`src/rtl/up_counter_ctrl_pkg.sv`:
```
// Shared constants and state encoding for the controlled up counter.
package up_counter_ctrl_pkg;

    localparam int DEF_WIDTH = 4;
    localparam int DEF_LIMIT = 2**DEF_WIDTH - 1;

    typedef enum logic [1:0] {
        ST_IDLE  = 2'd0,
        ST_COUNT = 2'd1,
        ST_DONE  = 2'd2
    } state_e;

endpackage

```
`src/rtl/up_counter_ctrl.sv`:
```
// Controlled up counter with start/stop FSM, loadable clamped start value.
// Define UP_COUNTER_CTRL_AUTO_RELOAD_EN to wrap to 0 at LIMIT instead of stopping in DONE.
module up_counter_ctrl
    import up_counter_ctrl_pkg::*;
#(
    parameter int WIDTH = DEF_WIDTH,
    parameter int LIMIT = DEF_LIMIT
) (
    input  logic             clk,
    input  logic             reset,
    input  logic             start,
    input  logic             stop,
    input  logic             load,
    input  logic [WIDTH-1:0] load_val,
    output logic [WIDTH-1:0] q,
    output logic             busy,
    output logic             tc,
    output logic             done
);

    localparam logic [WIDTH-1:0] LIM = LIMIT[WIDTH-1:0];

    state_e           state_q, state_d;
    logic [WIDTH-1:0] q_q, q_d;
    logic [WIDTH-1:0] ld_clamp;

    assign ld_clamp = (load_val > LIM) ? LIM : load_val;

    always_ff @(posedge clk or posedge reset) begin
        if (reset) begin
            state_q <= ST_IDLE;
            q_q     <= '0;
        end else begin
            state_q <= state_d;
            q_q     <= q_d;
        end
    end

    always_comb begin
        state_d = state_q;
        q_d     = q_q;
        case (state_q)
            ST_IDLE: begin
                if (load)  q_d     = ld_clamp;
                if (start) state_d = ST_COUNT;
            end
            ST_COUNT: begin
                if (stop) begin
                    state_d = ST_IDLE;
                end else if (load) begin
                    q_d = ld_clamp;
                end else if (q_q == LIM) begin
`ifdef UP_COUNTER_CTRL_AUTO_RELOAD_EN
                    q_d = '0;
`else
                    state_d = ST_DONE;
`endif
                end else begin
                    q_d = q_q + WIDTH'(1);
                end
            end
            ST_DONE: begin
                // load decides the value; start alone restarts from zero
                if (load) begin
                    q_d     = ld_clamp;
                    state_d = start ? ST_COUNT : ST_IDLE;
                end else if (start) begin
                    q_d     = '0;
                    state_d = ST_COUNT;
                end else if (stop) begin
                    state_d = ST_IDLE;
                end
            end
            default: state_d = ST_IDLE;
        endcase
    end

    assign q    = q_q;
    assign busy = (state_q == ST_COUNT);
    assign tc   = (state_q == ST_COUNT) && (q_q == LIM);
`ifdef UP_COUNTER_CTRL_AUTO_RELOAD_EN
    assign done = 1'b0;
`else
    assign done = (state_q == ST_DONE);
`endif

endmodule

```
`config.mk`:
```
export PLATFORM = sky130hd
export DESIGN_NAME = up_counter_ctrl
export DESIGN_NICKNAME = d
export VERILOG_FILES = /design/src/rtl/up_counter_ctrl_pkg.sv /design/src/rtl/up_counter_ctrl.sv
export SDC_FILE = /design/constraint.sdc
export NUM_CORES = 1
export LEC_CHECK = 0
export CAP_MARGIN = 40
export CORE_AREA = 2 2 39 41
export CTS_BUF_LIST = sky130_fd_sc_hd__clkbuf_16
export DETAILED_ROUTE_END_ITERATION = 10
export DIE_AREA = 0 0 41 43
export PLACE_DENSITY = 0.65
export SETUP_SLACK_MARGIN = 0.5
export SLEW_MARGIN = 20
export SYNTH_ARGS = -nofsm -noshare
export SYNTH_HDL_FRONTEND = slang
export SYNTH_SLANG_ARGS = --single-unit
```
`constraint.sdc`:
```
create_clock -name clk -period 2.2 [get_ports clk]
set_clock_uncertainty 0.2 [all_clocks]
set_input_delay 0.44 -clock clk [delete_from_list [all_inputs] [get_ports clk]]
set_output_delay 0.44 -clock clk [all_outputs]
set_load 0.01 [all_outputs]
```
# After elaboration in Yosys (flattened, before gate mapping)
# Index checks and enable logic that the tools add are counted.
totals:
  elab_cells: 37
  output_inout_bits: 7
  register_bits: 6
op_classes:
  order_cmp: 1
  n_addsub: 1
  n_eq_ne: 11
  muxes: 17
  n_reduce_logical: 5
op_table:
  columns: ["operator", "n"]
  rows:
  - ["2-to-1 mux 4 bit", 7]
  - ["2-to-1 mux 2 bit", 7]
  - ["one-hot mux 4 bit (3 select lines)", 1]
  - ["!= test 3 bit, second input constant", 3]
  - ["!= test 2 bit, second input constant", 3]
  - ["one-hot mux 2 bit (3 select lines)", 1]
  - ["AND reduction 5 bit", 1]
  - ["adder 4 x 1 -> 4 bit, second input constant", 1]
  - ["equality test 4 bit, second input constant", 1]
  - ["> comparator 4 bit, second input constant", 1]
  - ["!= test 4 bit, second input constant", 1]
  - ["AND reduction 4 bit", 1]
  - ["!= test 3 x 2 -> 1 bit, second input constant", 1]
  - ["nonzero test 3 bit", 1]
  - ["equality test 2 x 1 -> 1 bit, second input constant", 1]
  - ["equality test 2 bit, second input constant", 1]
  - ["zero test 2 bit", 1]
  - ["logical AND 1 bit", 1]
  - ["2-to-1 mux 1 bit", 1]

# Longest topological paths before layout
logic_depth:
  ltp_word: 5
  mapped_depth: 6
  ltp_nobuf: 6

# Worst setup path before layout
# OpenSTA, ideal clock, no wires.
synth_path:
  path_type: "reg2reg"
  from: "reg state_q[1]"
  to: "reg q_q[1] (netlist: q[1])"
  setup_time_ns: 0.125
  t_arrival_ns: 1.652
  period_less_slack_ns: 1.976
  n_path_buf: 0
  stages_incl_launch_ff: 7
  slack_ns: 0.224
  cell_sequence: "dfrtp_1 > inv_1 > ha_1 > and4_1 > nor2_1 > o21ai_2 > mux2_2"
synth_between:
  elab_chain_len: 3
synth_rtl:
  columns: ["item", "line_no", "source"]
  rows:
  - ["from (decl)", "up_counter_ctrl.sv:23", "state_e state_q, state_d;"]
  - ["from (signal assigned)", "up_counter_ctrl.sv:34", "state_q <= state_d;"]
  - ["equality test 2 x 1 -> 1 bit *", null, null]
  - ["named net busy", "up_counter_ctrl.sv:16", "output logic busy,"]
  - ["!= test 3 bit (no line) (tied with other cells)", null, null]
  - ["AND reduction 5 bit (no line)", null, null]
  - ["to (signal assigned)", "up_counter_ctrl.sv:35", "q_q <= q_d;"]
  - ["to (decl)", "up_counter_ctrl.sv:24", "logic [WIDTH-1:0] q_q, q_d;"]
# Mark *: on every way through the listed nets, which the timed path passes. The rest lies on a longest branch.
# A chain may end at the register's enable or synchronous reset.

# Final worst setup path
layout_path:
  from: "reg state_q[0]"
  to: "out tc"
layout_between:
  elab_chain_len: 2
layout_rtl:
  columns: ["item", "line_no", "source"]
  rows:
  - ["equality test 2 x 1 -> 1 bit", "up_counter_ctrl.sv:80", "assign tc = (state_q == ST_COUNT) && (q_q == LIM);"]
  - ["logical AND 1 bit", "up_counter_ctrl.sv:80", null]
  - ["to (decl)", "up_counter_ctrl.sv:17", "output logic tc,"]
# No other way between the ends.

==> qor.tcl <==
set qor(route.final.wire_length_um) 1450
set qor(drt-vias-per-instance) 5.16
set qor(period_minus_slack_ns) 1.87
set qor(end_kind) {primary output}
set qor(worstHoldPathType) {input pin to async pin}
set qor(mostFrequentLayoutCell) {buf_4}
set qor(dpl-instance-area_um2) 764
set qor(share_of_post_route_cells_with_drive_strength_above_1) 0.583
set qor(post_dr_wirelength_cell_um) 14.5
set qor(number_of_cts_inserted_buffers) 3
set qor(insertedDiodeCount) 0
set qor(initial_drt_pass_iterations) 3
set qor(number_of_inserted_filler_cells_in_the_final_layout) 111
set qor(global_route.usage.total) 0.183
set qor(ir_worst_vdd_mv) 0.820
set qor(final_util) 0.697
set qor(worst-path-max-fanout) 3
set qor(mappedNetlistNets) 63
set qor(number_of_antenna_violations_at_the_first_check_in_global_routing) 0
set qor(timing.critical_path.required_ns) 1.56
set qor(finish.net_count) 100
set qor(worst_path_largest_cell_delay_ns) 0.43
set qor(setup_violations) 0
set qor(arrival_ns) 1.23
set qor(report.final.slew_viol_count) 0
set qor(die-height_um) 43
set qor(gp_routability_congestion) 0.739
set qor(crit_path_top_delay_cell) {dfrtp_2}
set qor(netlist-cell-type-count) 26
set qor(final_cells) 100
set qor(hold_buffers) 0
set qor(cap_violations) 0
set qor(gr-total-overflow) 0
set qor(dpl.hpwl_um) 928
set qor(post-place-cells) 87
set qor(grt_start_max_net_pins) 7
set qor(grt_pass1_wl_um) 2130
set qor(clkTransAtPathRegs_ns) 0.03
set qor(leakage_nw) 0.443
set qor(first_global_vias) 502
set qor(rsz0062_at_grt) {true}
set qor(finalPower_mw) 1.58
set qor(post_synth_inst_count) 49
set qor(worst_skew_pair_later_pin_latency_ns) 0.23
set qor(final_antenna_net_count) 0
set qor(pin_count) 16
set qor(rows) 14
set qor(most-common-layout-cells) {buf_4 (14), clkdlybuf4s50_1 (6), nor2_1 (5), dlygate4sd2_1 (5), dfrtp_1 (5)}
set qor(worst_slew_pin_slew_ns) 0.290
set qor(start_kind) {register}
set qor(final_design_area_no_fill_um2) 965
set qor(buffer_ports.inserted) 15
set qor(clock_tree.htree_level_count) 1
set qor(initial_standard_cell_utilization_of_the_core) 0.357
set qor(dieWidth_um) 41
set qor(tritoncts) {yes}
set qor(drcViolationCount) 0
set qor(synthesis.yosys.warnings) 0
set qor(power_density_over_the_cells_nw_per_um2) 1640
set qor(hold_ws_ns) 0.222
set qor(layout-area-overhead-vs-synth_pct) 95.2
set qor(cts.path.max_buffers) 2
set qor(detailroute.via_count) 516
set qor(setup_total_negative_slack_ns) 0
set qor(max-slew-margin-rel) 0.806
set qor(fmaxAchievable_mhz) 535
set qor(setup_ws_ns) 0.330
set qor(fp.coreArea_um2) 1380
set qor(final_hold_violation_count) 0
set qor(cts_root_buffer) {clkbuf_16}
set qor(synth_seq_cells) 6
set qor(worstPathCellList) {buf_6 > ha_4 > and4_4 > buf_2}
set qor(crit_type) {register to primary output}
set qor(synth_area_um2) 494
set qor(status) {finished, final reports clean}
set qor(detailedPlace.worstSlack_ns) -0.0151
set qor(synth-seq-area-share) 0.304
set qor(synth_area_per_cell_um2) 10.1
set qor(fin_crit_sh) 0.850
set qor(drt-initial-drc-count) 13
set qor(die_area_um2) 1760
set qor(cts_sinks) 6
-- power breakdown --
group	total, mW	switching, mW	internal, mW
sequential	0.214	0.0437	0.171
combinational	1.08	0.465	0.616
clock	0.289	0.0561	0.233
-- cells in the mapped netlist, drive strengths merged --
library cell,n,share of area
a21bo,1,0.020
xor2,1,0.018
nor2,5,0.038
nand3,1,0.010
mux2i,1,0.020
o21ai,1,0.018
ha,5,0.13
dfrtp,6,0.30
a22o,3,0.058
nor3b,1,0.015
inv,5,0.038
nor2b,1,0.013
mux2,4,0.099
or3b,1,0.018
and2b,1,0.018
o22a,1,0.020
o22ai,1,0.013
nand4b,1,0.018
a21oi,4,0.056
xnor2,1,0.018
and4,1,0.018
a22oi,1,0.015
a211oi,2,0.030
-- logic make-up after synthesis --
logic type	synth area share
AO/OA/AOI/OAI	0.230
XOR/XNOR	0.0354
adder cells (fa/ha/maj)	0.127
buffers and inverters	0.0380
flip-flops	0.304
multiplexers	0.119
AND/OR/NAND/NOR	0.147
-- final timing paths --
kind | cells after the start | startpoint | slack, ns | to
setup / recovery | 4 | state_q[0] | 0.33 | tc
hold / removal | 2 | reset | 0.22 | state_q[1]
setup reg to reg | 6 | state_q[1] | 0.33 | q[1]
hold reg to reg | 2 | q[2] | 0.45 | q[2]
max in group asynchronous | 2 | reset | 1.38 | state_q[0]
min in group clk | 2 | q[2] | 0.45 | q[2]
-- layer usage --
| metal | GRT usage | vias to the layer above | share of wire |
|---|---|---|---|
| met2 | 0.288 | 7 | 0.52 |
| met1 | 0.235 | 258 | 0.45 |
| met4 | 0.100 | 0 | 0 |
| met5 | 0 | - | 0 |
| met3 | 0.0157 | 0 | 0.021 |
| li1 | - | 251 | - |
-- flip-flops by register name, summed over array words and instances (netlist names) --
name,flops
state_q,2
q,4
-- critical path: cells and delay by family (launching register included) --
| family | cells | cell delay, ns |
|---|---|---|
| flip-flops | 1 | 0.43 |
| buffers and inverters | 2 | 0.26 |
| AND/OR/NAND/NOR | 1 | 0.16 |
| adder cells (fa/ha/maj) | 1 | 0.15 |
-- repair_timing --
action	4_1_cts	5_1_grt
setup endpoints to repair	13	12
pin swaps	4	3
gates resized for setup	24	8
cloned	0	0
buffers inserted	7	3
-- final cells by class --
type | instances | area [um2] | area share
flip-flops and latches | 6 | 151 | 0.157
well taps | 16 | 20.0 | 0.0208
clock buffers | 3 | 75.1 | 0.0778
multi-input cells | 38 | 418 | 0.433
inverters | 5 | 21.3 | 0.0220
repair buffers | 32 | 279 | 0.289
Power figures use the tool's default switching activity.
